===== config.mk =====
export PLATFORM = sky130hd
export DESIGN_NAME = output_score_packer
export DESIGN_NICKNAME = d
export VERILOG_FILES = /design/src/rtl/fnn_pkg.sv /design/src/rtl/output_score_packer.sv
export SDC_FILE = /design/constraint.sdc
export NUM_CORES = 1
export LEC_CHECK = 0
export BUFFER_PORTS_ARGS = -buffer_cell sky130_fd_sc_hd__buf_2
export CELL_PAD_IN_SITES_DETAIL_PLACEMENT = 1
export CELL_PAD_IN_SITES_GLOBAL_PLACEMENT = 1
export CORE_UTILIZATION = 40
export CTS_CLUSTER_SIZE = 16
export DETAILED_ROUTE_END_ITERATION = 10
export PLACE_DENSITY_LB_ADDON = 0.1
export REMOVE_ABC_BUFFERS = 1
export SKIP_CTS_REPAIR_TIMING = 1
export SYNTH_ARGS = -nofsm -noshare
export SYNTH_HDL_FRONTEND = slang
export SYNTH_SLANG_ARGS = --single-unit

===== constraint.sdc =====
create_clock -name clk -period 2 [get_ports clk]
set_clock_uncertainty 0.2 [all_clocks]
set_input_delay 0.2 -clock clk [delete_from_list [all_inputs] [get_ports clk]]
set_output_delay 0.2 -clock clk [all_outputs]
set_load 0.05 [all_outputs]

===== src/rtl/fnn_pkg.sv =====
// fnn_pkg
// Constants and types shared by the output layer of the network: the score
// packer and the argmax classifier both size themselves from these values.
//   SCORE_W      width of one unsigned class score
//   N_CLASSES    number of class scores per frame
//   CLASS_IDX_W  width of a class index (clog2 of N_CLASSES)
//   VEC_W        width of the packed score vector
//   packer_state_e  COLLECT gathers scores, HOLD presents a finished frame
package fnn_pkg;

  localparam int SCORE_W     = 8;
  localparam int N_CLASSES   = 10;
  localparam int CLASS_IDX_W = 4;
  localparam int VEC_W       = N_CLASSES * SCORE_W;

  typedef enum logic {
    COLLECT = 1'b0,
    HOLD    = 1'b1
  } packer_state_e;

endpackage


===== src/rtl/output_score_packer.sv =====
// output_score_packer
// Serial-to-parallel collector at the output layer. One class score arrives
// per accepted beat; after N_CLASSES beats the whole frame is presented on
// out_vec with out_valid, which acts as the enable of the argmax classifier.
// The frame is held stable until the consumer accepts it.
// Ports:
//   clk        rising-edge clock
//   rst        synchronous active-high reset
//   in_valid   in_data/in_last are valid this cycle
//   in_ready   packer can accept a score this cycle (0 while rst=1)
//   in_data    score of class k, k = beat index within the frame
//   in_last    marks the final score of a frame
//   out_valid  out_vec holds a complete frame
//   out_ready  consumer accepts out_vec this cycle
//   out_vec    score k at bits [SCORE_W*k +: SCORE_W]
//   frame_err  one-cycle pulse on a framing error
module output_score_packer
  import fnn_pkg::*;
(
  input  logic               clk,
  input  logic               rst,
  input  logic               in_valid,
  output logic               in_ready,
  input  logic [SCORE_W-1:0] in_data,
  input  logic               in_last,
  output logic               out_valid,
  input  logic               out_ready,
  output logic [VEC_W-1:0]   out_vec,
  output logic               frame_err
);

  localparam logic [CLASS_IDX_W-1:0] LAST_IDX = CLASS_IDX_W'(N_CLASSES - 1);

  packer_state_e          state_q;
  logic [CLASS_IDX_W-1:0] cnt_q;
  logic [SCORE_W-1:0]     slot_q [N_CLASSES];
  logic                   outValid_q;
  logic                   frameErr_q;
  logic                   beat;

  // Collection and presentation never overlap, so readiness is simply the
  // COLLECT state; reset masks it so nothing is accepted while rst is high.
  assign in_ready = (state_q == COLLECT) && !rst;
  assign beat     = in_valid && in_ready;

  // FSM, beat counter and one-hot slot write all live here so that the
  // frame-close decision and the last slot write happen on the same edge.
  // frame_err defaults low every cycle, which makes it a single-cycle pulse.
  // A closing beat without in_last still delivers the frame but flags it;
  // an in_last before the final slot throws the partial frame away.
  always_ff @(posedge clk) begin
    if (rst) begin
      state_q    <= COLLECT;
      cnt_q      <= '0;
      outValid_q <= 1'b0;
      frameErr_q <= 1'b0;
      for (int k = 0; k < N_CLASSES; k++) begin
        slot_q[k] <= '0;
      end
    end else begin
      frameErr_q <= 1'b0;
      case (state_q)
        COLLECT: begin
          if (beat) begin
            for (int k = 0; k < N_CLASSES; k++) begin
              if (cnt_q == CLASS_IDX_W'(k)) begin
                slot_q[k] <= in_data;
              end
            end
            if (cnt_q == LAST_IDX) begin
              state_q    <= HOLD;
              outValid_q <= 1'b1;
              cnt_q      <= '0;
              frameErr_q <= !in_last;
            end else if (in_last) begin
              cnt_q      <= '0;
              frameErr_q <= 1'b1;
            end else begin
              cnt_q <= cnt_q + CLASS_IDX_W'(1);
            end
          end
        end
        HOLD: begin
          if (out_ready) begin
            state_q    <= COLLECT;
            outValid_q <= 1'b0;
          end
        end
        default: begin
          state_q    <= COLLECT;
          outValid_q <= 1'b0;
        end
      endcase
    end
  end

  // Flatten the slot registers into the packed vector, class 0 in the LSBs.
  always_comb begin
    out_vec = '0;
    for (int k = 0; k < N_CLASSES; k++) begin
      out_vec[SCORE_W*k +: SCORE_W] = slot_q[k];
    end
  end

  assign out_valid = outValid_q;
  assign frame_err = frameErr_q;

endmodule

==> flow_summary_export.csv <==
group,metric,value,unit
run_status,status,"finished clean",
routing,drt-initial-drc-count,91,
min_path,hold-path-cell-count,3,
grt,grt_use_met3,2.82,%
clock_network,clockBufferDepth,2,
clock_network,clk_pin_slew,0.08,ns
timing,setup_slack,0.145,ns
logic_synthesis,yosys_most_used_dff,"edfxtp_1",
min_path,hold_path.class,"in2reg",
logic_synthesis,synth_edf_count,80,
clock_network,cts_buffers,9,
grt,grt.busiest_layer,"met2",
power_and_ir_drop,power.density,875,nW/um2
timing,worst_slew_pin_slew,0.383,ns
min_path,min-delay-start,"in_valid",
logic_synthesis,synth-warning-count,0,
place,portBuffers,95,
logic_synthesis,synth_top_cell_by_area,"edfxtp_1",
final_layout,drive_gt1_share,36.5,%
final_layout,syn2layout_area_growth,23.0,%
grt,grtUsageTotal,18.4,%
logic_synthesis,syn_inst,235,
timing,slew_violations,0,
place,gp_routability_congestion,0.722,
setup_path,crit_required,1.89,ns
setup_path,critPathLaunchType,"flop",
logic_synthesis,synth_cell_type_count,25,
grt,antenna_found_initial,0,
place,place_ws,0.136,ns
timing,max_freq,0.539,GHz
final_layout,num-fill-cells,892,
grt,met2_usage,30.2,%
clock_network,cts-root-buf,"clkbuf_8",
logic_synthesis,synth_area,3460,um2
routing,wl_per_cell,17.7,um
routing,final_antenna_net_count,0,
setup_path,crit_path_end_kind,"flop",
power_and_ir_drop,ir_drop,0.317,mV
min_path,min_to,"frame_err$_SDFF_PP0_",
logic_synthesis,synth_top_area_share,69.4,%
logic_synthesis,ys_top_cells_by_area,"edfxtp_1, and2_1, dfxtp_1",
timing,min_period_over_period,92.8,%
clock_network,cts_tree,"yes",
logic_synthesis,ys_seq_area_share,73.5,%
die,core_area,8300,um2
final_layout,fin_area,4260,um2
timing,rsz0062_at_grt,"no",
final_layout,final_nets,352,
clock_network,htreeDepth,3,
routing,wl,7860,um
routing,vias,2084,
grt,grt_overflow,0,
timing,setup_viol,0,
setup_path,rr_endpoint,"slot_q[5][3]$_SDFFCE_PN0P_",
logic_synthesis,syn_area_per_cell,14.7,um2
setup_path,r2r_setup_slack,0.14,ns
timing,hold_violations,0,
die,fp.dieH,95,um
die,die-area,9030,um2
die,fp.dieW,95,um
routing,drc,0,
final_layout,antennaDiodeCount,0,
place,hpwl,5410,um
place,place_area,4040,um2
grt,grt_max_degree,19,
power_and_ir_drop,p_leak,1.84,nW
logic_synthesis,async_flop_share,0,%
grt,grt_pass1_wl,11500,um
logic_synthesis,synth.cells.most_frequent,"and2_1, edfxtp_1, and3_1",
setup_path,crit_fanout,9,
setup_path,regToRegStartpoint,"cnt_q[1]$_SDFFE_PP0P_",
setup_path,cp.arrival,1.75,ns
clock_network,clkSinkCount,87,
die,initial_utilization,41.7,%
job,cap_violations,0,
clock_network,clkLatencyLatePin,0.35,ns
timing,fin_crit,1.86,ns
grt,use_met1,23.9,%
die,rows,33,
logic_synthesis,synth_seq_cells,87,
routing,drtPass1Iterations,4,
setup_path,critical_path_class,"reg2reg",
routing,viasPerCell,4.68,
timing,relSlewSlack,74.5,%
die,ioPinCount,96,
timing,final.setup.tns,0,ns
grt,grt_pass1_vias,2026,
setup_path,rr_worst_depth,4,
-- metrics by stage --
| step | cells | power (W) | hold slack [ns] | util (%) |
|---|---|---|---|---|
| 5_1_grt | 445 | 0.00385 | 0.0785 | 51.3 |
| 6_report | 445 | 0.00373 | 0.0731 | 51.3 |
| 3_3_place_gp | 427 | 0.00255 | 0.259 | 48.7 |
| 4_1_cts | 443 | 0.00376 | -0.0829 | 51.0 |
| 3_5_place_dp | 427 | 0.00256 | 0.264 | 48.7 |
| 2_1_floorplan | 224 | 0.00242 | 0.0691 | - |
-- logic make-up after synthesis --
kind of cell               count (synthesis)  synth area share [%]
AOI/OAI and AO/OA                          8                  1.34
DFF                                       87                  73.5
adders and majority gates                  4                  1.45
buffers and inverters                     14                  1.74
xor gates and xnor gates                   1                 0.253
and+or+nand+nor                          121                  21.7
-- report_power, final --
group | leakage, nW | internal [W] | switching [W]
Clock | 0.0937 | 0.000579 | 0.000635
Combinational | 0.863 | 0.0000825 | 0.000360
Sequential | 0.885 | 0.00205 | 0.0000218
-- registers in the layout, summed over array words and instances, names as in the netlist --
register and flops:
cnt_q 4, out_valid 1, slot_q 80, frame_err 1, state_q 1
-- cells in the final DEF, fill, tap and decap left out, types with 4 or more instances in the layout --
cell,n
clkbuf_8,9
buf_2,95
nand2b_1,5
ha_1,4
and2_1,80
edfxtp_1,80
and3_1,10
dfxtp_1,7
or2_2,9
-- worst max-delay path by stage --
stage	from	endpoint	slack, ns	cells after the start
floorplan	state_q$_SDFF_PP0_	slot_q[0][0]$_SDFFCE_PN0P_	0.20	3
global placement	cnt_q[0]$_SDFFE_PP0P_	slot_q[0][6]$_SDFFCE_PN0P_	0.22	4
detailed placement	cnt_q[1]$_SDFFE_PP0P_	slot_q[5][5]$_SDFFCE_PN0P_	0.14	4
CTS	cnt_q[1]$_SDFFE_PP0P_	slot_q[5][6]$_SDFFCE_PN0P_	0.12	4
global route	state_q$_SDFF_PP0_	slot_q[5][6]$_SDFFCE_PN0P_	0.02	4
finish	cnt_q[1]$_SDFFE_PP0P_	slot_q[5][3]$_SDFFCE_PN0P_	0.14	4
-- routing by layer --
layer / up-vias / share of wire, %
met1: 997 / 45
met3: 11 / 4.2
li1: 1017 / -
met5: - / 0
met2: 59 / 49
met4: 0 / 1.6
-- cell type report --
type                            count  area, um2  share of cell area (%)
Sequential cell                    87       2540                    59.7
Timing Repair Buffer              100        518                    12.2
Clock buffer                        9        124                    2.91
Clock inverter                      7       71.3                    1.68
Inverter                            3       11.3                   0.265
Multi-Input combinational cell    134        857                    20.1
Tap cell                          105        131                    3.09
-- critical path: stages, from the launching register on --
cell and delay, ns:
dfxtp_1 0.42, inv_1 0.09, ha_1 0.24, and3_1 0.24, or2_2 0.40
Power figures use the tool's default switching activity.
